[src/rtl/uart_debug_loader.sv]
// rtl/uart_debug_loader.sv - UART 8N1 receiver feeding a framed byte loader onto the core debug write port
module uart_debug_loader #(
  parameter int ClksPerBit  = 104,
  parameter int AddrWidth   = 12,
  parameter int TimeoutClks = 1 << 20
) (
  input  logic                 clk,
  input  logic                 reset,
  input  logic                 rx,
  output logic                 debug_o,
  output logic [AddrWidth-1:0] debug_addr_o,
  output logic [7:0]           debug_data_o,
  output logic                 busy_o,
  output logic                 done_o,
  output logic                 err_o
);

  localparam int CntW = $clog2(ClksPerBit);
  localparam logic [CntW-1:0] HalfM1 = CntW'(ClksPerBit / 2 - 1);
  localparam logic [CntW-1:0] FullM1 = CntW'(ClksPerBit - 1);
  localparam int TmoW = $clog2(TimeoutClks + 1);
  localparam logic [TmoW-1:0] TmoM1 = TmoW'(TimeoutClks - 1);
  localparam logic [7:0] SyncByte = 8'hA5;

  typedef enum logic [1:0] {RX_IDLE, RX_START, RX_DATA, RX_STOP} rx_state_e;
  typedef enum logic [2:0] {
    F_IDLE, F_ADDR_L, F_ADDR_H, F_LEN_L, F_LEN_H, F_DATA, F_CSUM
  } frame_state_e;

  // ---------------- RX path ----------------
  logic [1:0]    rx_sync_q, rx_sync_d;
  logic          rx_prev_q, rx_prev_d;
  rx_state_e     rx_state_q, rx_state_d;
  logic [CntW-1:0] bit_cnt_q, bit_cnt_d;
  logic [2:0]    bit_idx_q, bit_idx_d;
  logic [7:0]    shift_q, shift_d;
  logic          byte_valid_q, byte_valid_d;
  logic          frame_err_q, frame_err_d;
  logic          rx_s;

  assign rx_s      = rx_sync_q[1];
  assign rx_sync_d = {rx_sync_q[0], rx};
  assign rx_prev_d = rx_s;

  always_comb begin
    rx_state_d   = rx_state_q;
    bit_cnt_d    = bit_cnt_q;
    bit_idx_d    = bit_idx_q;
    shift_d      = shift_q;
    byte_valid_d = 1'b0;
    frame_err_d  = 1'b0;
    case (rx_state_q)
      RX_IDLE: begin
        if (rx_prev_q && !rx_s) begin
          rx_state_d = RX_START;
          bit_cnt_d  = '0;
        end
      end
      RX_START: begin
        // Re-check the start bit at its middle; a high here means a glitch.
        if (bit_cnt_q == HalfM1) begin
          bit_cnt_d  = '0;
          bit_idx_d  = 3'd0;
          rx_state_d = rx_s ? RX_IDLE : RX_DATA;
        end else begin
          bit_cnt_d = bit_cnt_q + CntW'(1);
        end
      end
      RX_DATA: begin
        if (bit_cnt_q == FullM1) begin
          bit_cnt_d = '0;
          shift_d   = {rx_s, shift_q[7:1]};
          if (bit_idx_q == 3'd7) rx_state_d = RX_STOP;
          else                   bit_idx_d  = bit_idx_q + 3'd1;
        end else begin
          bit_cnt_d = bit_cnt_q + CntW'(1);
        end
      end
      RX_STOP: begin
        if (bit_cnt_q == FullM1) begin
          bit_cnt_d  = '0;
          rx_state_d = RX_IDLE;
          if (rx_s) byte_valid_d = 1'b1;
          else      frame_err_d  = 1'b1;
        end else begin
          bit_cnt_d = bit_cnt_q + CntW'(1);
        end
      end
      default: rx_state_d = RX_IDLE;
    endcase
  end

  always_ff @(posedge clk or negedge reset) begin
    if (!reset) begin
      rx_sync_q    <= 2'b11;
      rx_prev_q    <= 1'b1;
      rx_state_q   <= RX_IDLE;
      bit_cnt_q    <= '0;
      bit_idx_q    <= 3'd0;
      shift_q      <= 8'h00;
      byte_valid_q <= 1'b0;
      frame_err_q  <= 1'b0;
    end else begin
      rx_sync_q    <= rx_sync_d;
      rx_prev_q    <= rx_prev_d;
      rx_state_q   <= rx_state_d;
      bit_cnt_q    <= bit_cnt_d;
      bit_idx_q    <= bit_idx_d;
      shift_q      <= shift_d;
      byte_valid_q <= byte_valid_d;
      frame_err_q  <= frame_err_d;
    end
  end

  // ---------------- Frame FSM ----------------
  frame_state_e          state_q, state_d;
  logic [AddrWidth-1:0]  addr_q, addr_d;
  logic [15:0]           len_q, len_d;
  logic [7:0]            csum_q, csum_d;
  logic [TmoW-1:0]       tmo_q, tmo_d;
  logic                  debug_q, debug_d;
  logic [AddrWidth-1:0]  debug_addr_q, debug_addr_d;
  logic [7:0]            debug_data_q, debug_data_d;
  logic                  busy_q, busy_d;
  logic                  done_q, done_d;
  logic                  err_q, err_d;
  logic                  abort;
  logic [7:0]            rx_byte;

  assign rx_byte = shift_q;
  assign abort   = (state_q != F_IDLE) &&
                   (frame_err_q || (!byte_valid_q && tmo_q == TmoM1));

  always_comb begin
    state_d = state_q;
    if (abort) begin
      state_d = F_IDLE;
    end else if (byte_valid_q) begin
      case (state_q)
        F_IDLE:   if (rx_byte == SyncByte) state_d = F_ADDR_L;
        F_ADDR_L: state_d = F_ADDR_H;
        F_ADDR_H: state_d = F_LEN_L;
        F_LEN_L:  state_d = F_LEN_H;
        F_LEN_H:  state_d = ({rx_byte, len_q[7:0]} == 16'd0) ? F_CSUM : F_DATA;
        F_DATA:   if (len_q == 16'd1) state_d = F_CSUM;
        F_CSUM:   state_d = F_IDLE;
        default:  state_d = F_IDLE;
      endcase
    end
  end

  always_comb begin
    addr_d       = addr_q;
    len_d        = len_q;
    csum_d       = csum_q;
    debug_d      = 1'b0;
    debug_addr_d = debug_addr_q;
    debug_data_d = debug_data_q;
    busy_d       = busy_q;
    done_d       = 1'b0;
    err_d        = err_q;
    tmo_d        = (state_q == F_IDLE || byte_valid_q || abort) ? '0 : tmo_q + TmoW'(1);
    if (abort) begin
      err_d  = 1'b1;
      busy_d = 1'b0;
    end else if (byte_valid_q) begin
      case (state_q)
        F_IDLE: begin
          if (rx_byte == SyncByte) begin
            busy_d = 1'b1;
            err_d  = 1'b0;
            csum_d = 8'h00;
          end
        end
        F_ADDR_L: begin
          addr_d[7:0] = rx_byte;
          csum_d      = csum_q ^ rx_byte;
        end
        F_ADDR_H: begin
          // Address bits above AddrWidth are dropped by the truncating cast.
          addr_d = AddrWidth'({rx_byte, addr_q[7:0]});
          csum_d = csum_q ^ rx_byte;
        end
        F_LEN_L: begin
          len_d  = {len_q[15:8], rx_byte};
          csum_d = csum_q ^ rx_byte;
        end
        F_LEN_H: begin
          len_d  = {rx_byte, len_q[7:0]};
          csum_d = csum_q ^ rx_byte;
        end
        F_DATA: begin
          debug_d      = 1'b1;
          debug_addr_d = addr_q;
          debug_data_d = rx_byte;
          addr_d       = addr_q + AddrWidth'(1);
          len_d        = len_q - 16'd1;
          csum_d       = csum_q ^ rx_byte;
        end
        F_CSUM: begin
          busy_d = 1'b0;
          if (rx_byte == csum_q) done_d = 1'b1;
          else                   err_d  = 1'b1;
        end
        default: ;
      endcase
    end
  end

  always_ff @(posedge clk or negedge reset) begin
    if (!reset) begin
      state_q      <= F_IDLE;
      addr_q       <= '0;
      len_q        <= 16'd0;
      csum_q       <= 8'h00;
      tmo_q        <= '0;
      debug_q      <= 1'b0;
      debug_addr_q <= '0;
      debug_data_q <= 8'h00;
      busy_q       <= 1'b0;
      done_q       <= 1'b0;
      err_q        <= 1'b0;
    end else begin
      state_q      <= state_d;
      addr_q       <= addr_d;
      len_q        <= len_d;
      csum_q       <= csum_d;
      tmo_q        <= tmo_d;
      debug_q      <= debug_d;
      debug_addr_q <= debug_addr_d;
      debug_data_q <= debug_data_d;
      busy_q       <= busy_d;
      done_q       <= done_d;
      err_q        <= err_d;
    end
  end

  assign debug_o      = debug_q;
  assign debug_addr_o = debug_addr_q;
  assign debug_data_o = debug_data_q;
  assign busy_o       = busy_q;
  assign done_o       = done_q;
  assign err_o        = err_q;

endmodule
[config.mk]
export PLATFORM = sky130hd
export DESIGN_NAME = uart_debug_loader
export DESIGN_NICKNAME = d
export VERILOG_FILES = /design/src/rtl/uart_debug_loader.sv
export SDC_FILE = /design/constraint.sdc
export NUM_CORES = 1
export LEC_CHECK = 0
export ABC_AREA = 1
export BUFFER_PORTS_ARGS = -buffer_cell sky130_fd_sc_hd__buf_2
export CORE_UTILIZATION = 55
export DETAILED_ROUTE_END_ITERATION = 12
export PLACE_DENSITY = 0.79
export SLEW_MARGIN = 20
export SYNTH_ARGS = -nofsm -noshare
export SYNTH_HDL_FRONTEND = slang
export SYNTH_SLANG_ARGS = --single-unit
[constraint.sdc]
create_clock -name clk -period 1.5 [get_ports clk]
set_input_delay 0.3 -clock clk [delete_from_list [all_inputs] [get_ports clk]]
set_output_delay 0.3 -clock clk [all_outputs]
set_load 0.02 [all_outputs]
### Yosys cells after proc, flatten, opt, wreduce, memory -nomap -nowiden

Cells that the tools add are included.

* register bits: 109
* latch bits: 0
* RAM bits: 0
* memory bits (read-only): 0
* word-level logic and storage cells: 139
* memories: 0

* add/subtract/negate cells: 5
* $mul: 0
* divide/modulo/power cells: 0
* $lt $le $gt $ge: 0
* equal/unequal tests: 26
* shifts and indexed selects: 0
* muxes and demuxes: 49
* bitwise logic cells: 4
* reductions and logical operators: 34

Operator list (number)
* $pmux 16 s3: 1
* $pmux 8 s2: 2
* $add 21x1->21 const B: 1
* $eq 21x20->1 const B: 1
* $mux 21: 1
* $mux 3: 7
* $mux 7: 3
* $pmux 7 s3: 1
* $mux 1: 20
* $reduce_and 4->1: 5
* $pmux 3 s6: 1
* $eq 16x1->1 const B: 1
* $logic_not 16->1: 1
* $sub 16x1->16 const B: 1
* $reduce_and 3->1: 5
* $mux 2: 7
* $ne 2x2->1 const B: 7
* $reduce_bool 2->1: 7
* $add 12x1->12 const B: 1
* $eq 3x3->1 const B: 4
* $ne 3x3->1 const B: 3
* $eq 8x8->1: 1
* $eq 8x8->1 const B: 1
* $mux 8: 1
* other kinds (24): 35

### Logic depth before layout (Yosys ltp)

* word-level depth: 6
* depth in mapped cells: 12
* mapped depth without buffers: 12

### Worst setup path before layout

No wires, ideal clock.

* path type: flip-flop to flip-flop
* from: reg tmo_q[0]
* to: reg tmo_q[5]
* setup time: 0.130 ns
* arrival: 1.473 ns
* required time: 1.370 ns
* slack: -0.103 ns
* stages on the path, launching flop included: 12
* buffers on the path: 1
* period minus slack after synthesis: 1.603 ns
* cell sequence: dfrtp_1 > ha_1 > nand2_1 > nor2_1 > nand2_1 > nor2_1 > nand2_1 > nand2_1 > inv_1 > nand3_1 > buf_4 > nor3_1

* word-level cells in the longest chain between the ends: 6

RTL lines
* start: declaration: line 120 `logic [TmoW-1:0] tmo_q, tmo_d;`
* start signal: assignment: line 228 `tmo_q <= tmo_d;`
* parallel branches: the longest is 5 deep, another holds $add 21x1->21
* $mux 21 *: line 162 `tmo_d = (state_q == F_IDLE || byte_valid_q || abort) ? '0 : tmo_q + TmoW'(1);`
* via tmo_d[5]: line 120

Mark *: on every way through the listed nets, which the timed path passes.
A chain may end at the register's enable or synchronous reset.

### Final worst setup path

* from: reg addr_q[2]
* to: reg addr_q[7]

* word-level cells in the longest chain between the ends: 2

RTL lines
* start: declaration: line 117 `logic [AddrWidth-1:0] addr_q, addr_d;`
* start signal: assignment: line 225 `addr_q <= addr_d;`
* $add 12x1->12: line 196 `addr_d = addr_q + AddrWidth'(1);`
* $pmux 8 s2: line 167 `case (state_q)`

No other way between the ends.

==> reports/results.tsv <==
stage	metric	value	unit
sta	period utilization	1.39	
route	final wirelength	23100	um
setup_path	critical path fanouts, max	4	
route	ANT nets after route	0	
route	DR DRC count	0	
logic_synthesis	Yosys top cell area share	0.466	
floorplanning	placeable core area	9910	um2
pwr	total power divided by cell area	740	nW/um2
sta	Max Slew Vio Count	0	
clocking	Clk Latency, worst-skew pair	410	ps
logic_synthesis	Area contributors post-synth	dfrtp_1 47%, nand2_1 11%, inv_1 4.8%, o21ai_0 4.8%, nor2_1 4.4%	
clocking	H-tree Lvls	3	
logic_synthesis	Net Count, Synth	707	
logic_synthesis	Cells after Synth	696	
clocking	Clock Tree Root	clkbuf_8	
placement	GP Congestion	0.901	
route	DR vias	6443	
setup_path	reg-to-reg slack, setup	-580	ps
placement	area post-placement	6730	um2
route	DRT Pass-1 Iters	7	
worst_hold_path	worst min path class	in -> async	
floorplanning	area of the die	10800	um2
grt	initial antenna violation count	0	
logic_synthesis	ys async rst share	1.00	
pwr	P_leak	3.83	nW
grt	gr usage total	0.281	
placement	DP Worst Slack	-153	ps
outcome	status	finished with violations	
clocking	CTS Buf Count	9	
logic_synthesis	register bit count reported by yosys	109	
pwr	worst vdd ir	0.749	mV
logic_synthesis	distinct cell type count after synthesis	43	
placement	PortBufs	26	
logic_synthesis	number of flops mapped to enable cells by yosys	0	
pwr	overall power	0.00622	W
route	Avg WL per Cell	23.2	um
cells_and_area	design area	8400	um2
logic_synthesis	leading area contributor after synthesis	dfrtp_1	
cells_and_area	share of layout cells above drive strength 1	0.462	
sta	Hold WS	313	ps
logic_synthesis	Synth Cell Area	5690	um2
floorplanning	Row Count	36	
setup_path	CP required	1780	ps
clocking	CTS tree	done	
sta	minimum clock period	2080	ps
clocking	clock tree buffer depth	2	
flow_run	number of max-cap violations	0	
sta	worst rel slew slack	0.625	
logic_synthesis	Commonest cells post-synth	161 x nand2_1, 106 x dfrtp_1, 72 x inv_1	
sta	unrepaired setup endpoints after global routing	yes	
route	violation count after the first detailed-routing iteration	767	
logic_synthesis	syn_area_per_cell	8.17	um2
clocking	clock sinks	109	
logic_synthesis	Seq/Total Area, Yosys	0.480	
route	Vias/cell	6.45	
floorplanning	Starting Density	0.574	
placement	placed wire-length estimate	10200	um
setup_path	startpoint types	register	
sta	setup TNS	-14340	ps
logic_synthesis	count leader, synth	nand2_1	
logic_synthesis	Synth Flop Type	dfrtp_1	
grt	total gr overflow	0	
floorplanning	Die Ht	104	um
grt	number of global-route vias before repair	5236	
cells_and_area	fillers	439	
setup_path	critical path endpoint category	register	
cells_and_area	P&R area growth vs syn	47.7	%
setup_path	CP arrival	2360	ps
cells_and_area	# diodes	0	
clocking	Clk pin slew, worst setup/hold paths	120	ps
sta	Max Freq	481	MHz
setup_path	worst r2r src	addr_q[2]	
sta	final setup fails	88	
floorplanning	Die Wd	104	um
grt	largest net degree at the start of global routing	53	
sta	fin worst setup slack	-580	ps
sta	Worst Skew	24.0	ps
grt	first-pass GRT wire length	24400	um
floorplanning	Ports	27	
setup_path	Setup CP Type	reg -> reg	
sta	endpoints failing hold	0	
outcome	failing checks	setup timing	
logic_synthesis	Synth warnings	0	
cells_and_area	Layout Nets	872	
sta	worst-margin pin slew	558	ps
setup_path	Worst Setup SP	addr_q[2]	
-- state kept, by name, summed over array words and instances, names as in the netlist, 7 cells and up, named ones only --
signal / flops
tmo_q: 21
bit_cnt_q: 7
debug_addr_o: 12
rx_byte: 8
csum_q: 8
len_q: 16
addr_q: 12
debug_data_o: 8
-- cell type report --
cell class / instances / area, um2 / area share
clock inverters: 7 / 83.8 / 0.00998
clock buffers: 9 / 124 / 0.0147
inverters: 76 / 339 / 0.0404
flip-flops and latches: 109 / 2740 / 0.327
well taps: 133 / 166 / 0.0198
repair buffers: 170 / 1500 / 0.178
multi-input cells: 495 / 3450 / 0.411
-- power breakdown --
group / switching, W / leakage (nW) / total (W) / internal (W)
registers: 0.000110 / 1.49 / 0.00315 / 0.00304
logic: 0.000633 / 2.24 / 0.00112 / 0.000487
clock network: 0.00115 / 0.0990 / 0.00195 / 0.000796
-- critical path, stage by stage, from the launching register on --
cell	delay [ps]
dfrtp_1	630
nand3_2	200
nor2_2	190
nand2_1	150
o21ai_1	320
nand2_4	140
a22oi_2	330
-- logic make-up after synthesis --
family | after synthesis | synth area share
compound gates | 135 | 0.137
xor+xnor | 30 | 0.0462
fa+ha+maj | 8 | 0.0176
buf+inv | 94 | 0.0710
flops | 109 | 0.480
simple gates | 320 | 0.248
-- metrics by stage --
step,util,instances
floorplan,-,696
global placement,0.679,936
detailed placement,0.679,936
CTS,0.721,965
global route,0.848,999
finish,0.848,999
-- per-layer routing --
metal / GRT usage / part of all wire / wire (um) / vias to the layer above
met5: 0 / 0.0021 / 48 / -
met3: 0.0585 / 0.12 / 2810 / 220
li1: - / - / - / 2636
met4: 0.100 / 0.094 / 2180 / 2
met1: 0.350 / 0.33 / 7600 / 3006
met2: 0.483 / 0.45 / 10500 / 579
-- final timing paths --
check	end	depth (start not counted)
max	addr_q[7]	6
min	debug_data_o[4]	2
max reg2reg	addr_q[7]	6
min reg2reg	rx_sync_q[1]	0
max in group asynchronous	rx_prev_q	3
min in group clk	rx_sync_q[1]	0
-- repair_timing --
item                       4_1_cts  5_1_grt
setup endpoints to repair       77       98
buffers inserted                11       22
pin swaps                        9       53
hold buffers                     2        0
cloned                           0       12
resized for setup               39      264
hold endpoints to repair        16        0
-- cells in the final DEF, fill, tap and decap left out, types with 18 or more instances in the layout --
| cell | instances |
|---|---|
| buf_2 | 26 |
| buf_4 | 108 |
| buf_6 | 19 |
| dfrtp_1 | 96 |
| inv_1 | 54 |
| nand2_1 | 106 |
| nand2_2 | 32 |
| nand2_4 | 25 |
| nand3_1 | 25 |
| nor2_1 | 48 |
| o21ai_1 | 34 |
| o21ai_2 | 30 |
| xor2_1 | 18 |
Note: power is estimated with default switching activity, not from simulation.
